### config.mk
export PLATFORM = sky130hd
export DESIGN_NAME = byte_bank_controller
export DESIGN_NICKNAME = d
export VERILOG_FILES = /design/src/rtl/byte_bank_controller.sv
export SDC_FILE = /design/constraint.sdc
export NUM_CORES = 1
export LEC_CHECK = 0
export BUFFER_PORTS_ARGS = -buffer_cell sky130_fd_sc_hd__buf_2
export CORE_MARGIN = 8
export CORE_UTILIZATION = 56
export CTS_BUF_LIST = sky130_fd_sc_hd__clkbuf_4 sky130_fd_sc_hd__clkbuf_8
export DETAILED_ROUTE_END_ITERATION = 10
export GPL_TIMING_DRIVEN = 0
export PLACE_DENSITY_LB_ADDON = 0.2
export SYNTH_ARGS = -nofsm -noshare
export SYNTH_HDL_FRONTEND = slang
export SYNTH_SLANG_ARGS = --single-unit
### constraint.sdc
create_clock -name clk -period 2.49 [get_ports clk]
set_clock_uncertainty 0.15 [all_clocks]
set_input_delay 0.498 -clock clk [delete_from_list [all_inputs] [get_ports clk]]
set_output_delay 0.498 -clock clk [all_outputs]
set_load 0.02 [all_outputs]
### src/rtl/byte_bank_controller.sv
// Four-entry byte bank with debounced single-shot button writes and a display read pointer
// that either tracks the select switches or auto-scans the written entries.
module byte_bank_controller #(
   parameter int unsigned DEBOUNCE_CYCLES = 1000000,
   parameter int unsigned SCAN_CYCLES     = 100000000
) (
   input  logic       clk,
   input  logic       reset,
   input  logic       btn,
   input  logic [7:0] data_in,
   input  logic [1:0] sel,
   input  logic       scan_en,
   output logic [3:0] wr_en,
   output logic [7:0] wr_data,
   output logic [1:0] rd_sel,
   output logic [7:0] rd_data,
   output logic [3:0] valid,
   output logic       busy
);

   localparam int unsigned DbW = (DEBOUNCE_CYCLES > 1) ? $clog2(DEBOUNCE_CYCLES) : 1;
   localparam int unsigned ScW = (SCAN_CYCLES > 1) ? $clog2(SCAN_CYCLES) : 1;
   localparam logic [DbW-1:0] DbLast = DbW'(DEBOUNCE_CYCLES - 1);
   localparam logic [ScW-1:0] ScLast = ScW'(SCAN_CYCLES - 1);

   typedef enum logic [2:0] {StIdle, StDebPress, StWrite, StWaitRel, StDebRel} state_e;

   state_e           state_q, state_d;
   logic [1:0]       sync_q, sync_d;
   logic [DbW-1:0]   cnt_q, cnt_d;
   logic [ScW-1:0]   scan_cnt_q, scan_cnt_d;
   logic [7:0]       bank_q [4];
   logic [7:0]       bank_d [4];
   logic [3:0]       valid_q, valid_d;
   logic [1:0]       rd_sel_q, rd_sel_d;
   logic [1:0]       next_sel;
   logic [1:0]       idx;
   logic             found;
   logic             btn_s;

   assign btn_s = sync_q[1];

   always_ff @(posedge clk) begin
      if (reset) begin
         state_q    <= StIdle;
         sync_q     <= '0;
         cnt_q      <= '0;
         scan_cnt_q <= '0;
         bank_q     <= '{default: '0};
         valid_q    <= '0;
         rd_sel_q   <= '0;
      end else begin
         state_q    <= state_d;
         sync_q     <= sync_d;
         cnt_q      <= cnt_d;
         scan_cnt_q <= scan_cnt_d;
         bank_q     <= bank_d;
         valid_q    <= valid_d;
         rd_sel_q   <= rd_sel_d;
      end
   end

   always_comb begin
      sync_d  = {sync_q[0], btn};
      state_d = state_q;
      cnt_d   = cnt_q;
      bank_d  = bank_q;
      valid_d = valid_q;
      wr_en   = 4'b0000;
      wr_data = 8'h00;
      case (state_q)
         StIdle: begin
            if (btn_s) begin
               state_d = StDebPress;
               cnt_d   = '0;
            end
         end
         StDebPress: begin
            if (!btn_s)              state_d = StIdle;
            else if (cnt_q == DbLast) state_d = StWrite;
            else                     cnt_d   = cnt_q + 1'b1;
         end
         StWrite: begin
            wr_en        = 4'b0001 << sel;
            wr_data      = data_in;
            bank_d[sel]  = data_in;
            valid_d[sel] = 1'b1;
            state_d      = StWaitRel;
         end
         StWaitRel: begin
            if (!btn_s) begin
               state_d = StDebRel;
               cnt_d   = '0;
            end
         end
         StDebRel: begin
            if (btn_s)               state_d = StWaitRel;
            else if (cnt_q == DbLast) state_d = StIdle;
            else                     cnt_d   = cnt_q + 1'b1;
         end
         default: state_d = StIdle;
      endcase
   end

   // Search rd_sel+1..rd_sel+4; the last step lands on rd_sel itself.
   always_comb begin
      next_sel = 2'd0;
      found    = 1'b0;
      idx      = 2'd0;
      for (int i = 1; i <= 4; i++) begin
         idx = rd_sel_q + 2'(i);
         if (!found && valid_q[idx]) begin
            next_sel = idx;
            found    = 1'b1;
         end
      end
   end

   always_comb begin
      scan_cnt_d = scan_cnt_q;
      rd_sel_d   = rd_sel_q;
      if (!scan_en) begin
         rd_sel_d   = sel;
         scan_cnt_d = '0;
      end else if (scan_cnt_q == ScLast) begin
         scan_cnt_d = '0;
         rd_sel_d   = next_sel;
      end else begin
         scan_cnt_d = scan_cnt_q + 1'b1;
      end
   end

   assign rd_sel  = rd_sel_q;
   assign rd_data = bank_q[rd_sel_q];
   assign valid   = valid_q;
   assign busy    = (state_q != StIdle);

endmodule

==> results.cfg <==
[clock_tree]
cts_root_buf = clkbuf_8
clk_latency_ps = 370
clk_pin_slew_worst_paths_ps = 100
numCtsBuffers = 9
clock_path_buffers = 2
h-tree-depth = 3
clock-sinks = 90
cts_tree = yes
postCtsHoldBufs = 0

[power]
power.total_uw = 2590
p_leak_uw = 0.00174
power_density_nw_per_um2 = 525
ir_drop_uv = 256

[floorplanning]
core_area_um2 = 7570
die_area_um2 = 10700
start_util_pct = 56.4
die_width_um = 103
die_h_um = 103
io_pins = 41
row_count = 32

[setup_path]
reg2reg_from = scan_cnt_q[14]$_SDFF_PP0_
end_kind = output pin
max_stage_delay_ps = 400
crit_chain = nor3b_4 > nand3b_1 > clkinvlp_4 > buf_2
reg2reg_depth = 6
crit_family = simple AND/OR/NAND/NOR gates
crit_path_start_kind = flip-flop
r2r_slack_ps = 140
rr_endpoint = rd_sel[0]$_SDFFE_PP0P_
critPathRequiredTime_ps = 1840
path_max_fanout = 9
startpoint = state_q[1]$_SDFFE_PP0P_
cp_num_buf_inv = 2
critPathArrivalTime_ps = 1720
critPathKind = reg -> out
crit_slowest_cell = dfxtp_2

[timing]
timing.fmax_mhz = 423
period_share_pct = 95.0
hold_violations = 0
setup_viol = 0
slew_violations = 0
worst_slew_pin_slew_ps = 761
maxSlewHeadroom_pct = 48.8
tns_ps = 0
fin_crit_ps = 2370

[synth]
avgSynthCellArea_um2 = 8.71
synth_flop_cell = dfxtp_1
synth-simple-area-share_pct = 29.2
synth_seq_cells = 90
synthDominantCellAreaShare_pct = 42.2
ys_types = 52
ys_seq_area_share_pct = 42.2
synth_nets = 506
synth_compound_area_share_pct = 10.6
synth_top_family_by_area = simple AND/OR/NAND/NOR gates
synthCells = 490
synth.largest_area_cell = dfxtp_1
synthMuxAreaShare_pct = 9.38
async_flop_share_pct = 0
syn_area_um2 = 4270
synthXorXnorAreaFrac_pct = 4.51
yosys_warnings = 0
synth_area_leaders = dfxtp_1 (42%), mux2i_1 (5.2%), a21oi_1 (4.8%)
synth-edff-count = 0
synthAdderAreaFrac_pct = 0.586

[grt]
grt_pass1_vias = 3598
grt_pass1_wl_mm = 16.9
grt_overflow = 0
grt_usage_pct = 19.9
antenna_found_initial = 0
grt_start_max_net_pins = 16

[min_path]
min_path_cells = 3
min_from = data_in[3]
holdPathEnd = bank_q[3]$_SDFFE_PP0P_
min_path_type = in -> reg

[layout]
drive_above_1_share_pct = 18.2
final_core_util_pct = 65.3
syn2layout_area_growth_pct = 15.8
diodes = 0
nets = 561

[route]
routed_via_density = 5.82
drc = 0
drtIter0Drc = 159
vias = 3792
wl_mm = 10.1
wl_per_cell_um = 15.5
drtPass1Iterations = 5
drtAntennaViolNets = 0

[placed_design]
portBuffers = 38
dpl.hpwl_mm = 6.92
gp_congestion = 0.806

[status]
outcome = completed

[job]
maxCapViolCount = 0
==> Yosys cell counts (9+ instances only) <==
master    number
or4_1         12
a21oi_1       41
o21ai_0       11
nor2_1        54
xor2_1        16
nand2_1       47
inv_1         12
clkbuf_1      20
mux2i_1       22
and3_1        12
o31ai_1       13
nand3_1       30
dfxtp_1       90
and2_1         9
==> layout by cell type (no fill, tap or decap), types with 3 or more instances in the layout <==
cell type  Yosys  layout
nor2b_1        7       7
dfxtp_1       90      84
o21ai_0       11      11
mux2i_1       22      22
nand3b_1       5       5
or3_1          7       7
clkbuf_2       0       3
and2_1         9       9
clkbuf_1      20      13
nor3_1         5       4
inv_1         12      12
clkbuf_8       0      10
nand4_1        7       7
and3_1        12      12
o31ai_1       13      13
nor2_1        54      54
nand3_1       30      28
nor3b_1        7       6
nand2_1       47      47
nor4b_1        4       4
buf_2          4      41
buf_4          0       9
nor4_1         5       4
dfxtp_2        0       5
xnor2_1        6       6
mux4_2         8       8
xor2_1        16      16
a21oi_1       41      41
nand2b_1       4       4
or4_1         12      12
==> report_power, final <==
group	internal (uW)	total (uW)	switching [uW]
clock	479	1010	531
combinational	42.1	128	85.8
sequential	1440	1460	10.2
==> metal layers <==
layer	vias to the layer above	part of all wire, %	track usage, %
met5	-	0	0
met4	0	1.2	6.90
met3	15	5.2	3.95
met2	93	48	32.9
met1	1805	45	25.3
li1	1879	-	-
==> stage by stage <==
step	hold WS, ps	instances	worst slack, ps	instance area [um2]
floorplan	264	490	84.8	4270
global placement	271	630	-199	4590
detailed placement	289	630	-256	4590
CTS	235	647	5.22	4840
global route	248	652	-6.36	4940
finish	246	652	125	4940
==> kinds of logic (layout without fill, tap and decap cells) <==
kind of cell	Yosys count	count (layout)
AOI/OAI and AO/OA	76	76
xor gates and xnor gates	22	22
adders and majority gates	2	2
buffers and inverters	39	99
DFF	90	90
muxes	30	30
and+or+nand+nor	231	231
==> worst max path at each step <==
| stage | end | slack (ps) | cells past startpoint |
|---|---|---|---|
| 2_1_floorplan | rd_data[0] | 80 | 3 |
| 3_3_place_gp | wr_en[1] | -200 | 5 |
| 3_5_place_dp | wr_en[1] | -260 | 5 |
| 4_1_cts | wr_en[1] | 5 | 5 |
| 5_1_grt | wr_en[2] | -6 | 4 |
| 6_report | wr_en[2] | 120 | 4 |
==> layout make-up <==
| class | count | area (um2) |
|---|---|---|
| inverter | 15 | 62.6 |
| clock inverter | 6 | 66.3 |
| timing repair buffer | 45 | 243 |
| tap | 102 | 128 |
| sequential | 90 | 1810 |
| multi-input combinational | 361 | 2380 |
| fill | 644 | 2620 |
| clock buffer | 10 | 131 |
| buffer | 23 | 119 |
==> tightest hold or removal path, stage by stage <==
cell	delay, ps
buf_2	120
nand2_1	50
a21oi_1	50
==> sequential cells by signal, indices dropped and copies added (netlist names) <==
| name | cells |
|---|---|
| valid | 4 |
| bank_q | 32 |
| state_q | 3 |
| rd_sel | 2 |
| cnt_q | 20 |
| sync_q | 2 |
| scan_cnt_q | 27 |
==> repair_timing <==
| action | CTS | global route |
|---|---|---|
| gates resized for setup | 15 | 22 |
| setup buffers | 2 | 5 |
| endpoints found under the setup margin | 22 | 51 |
| pin swaps | 2 | 1 |
| endpoints found under the hold margin | 0 | 0 |
Note: power is estimated with default switching activity, not from simulation.
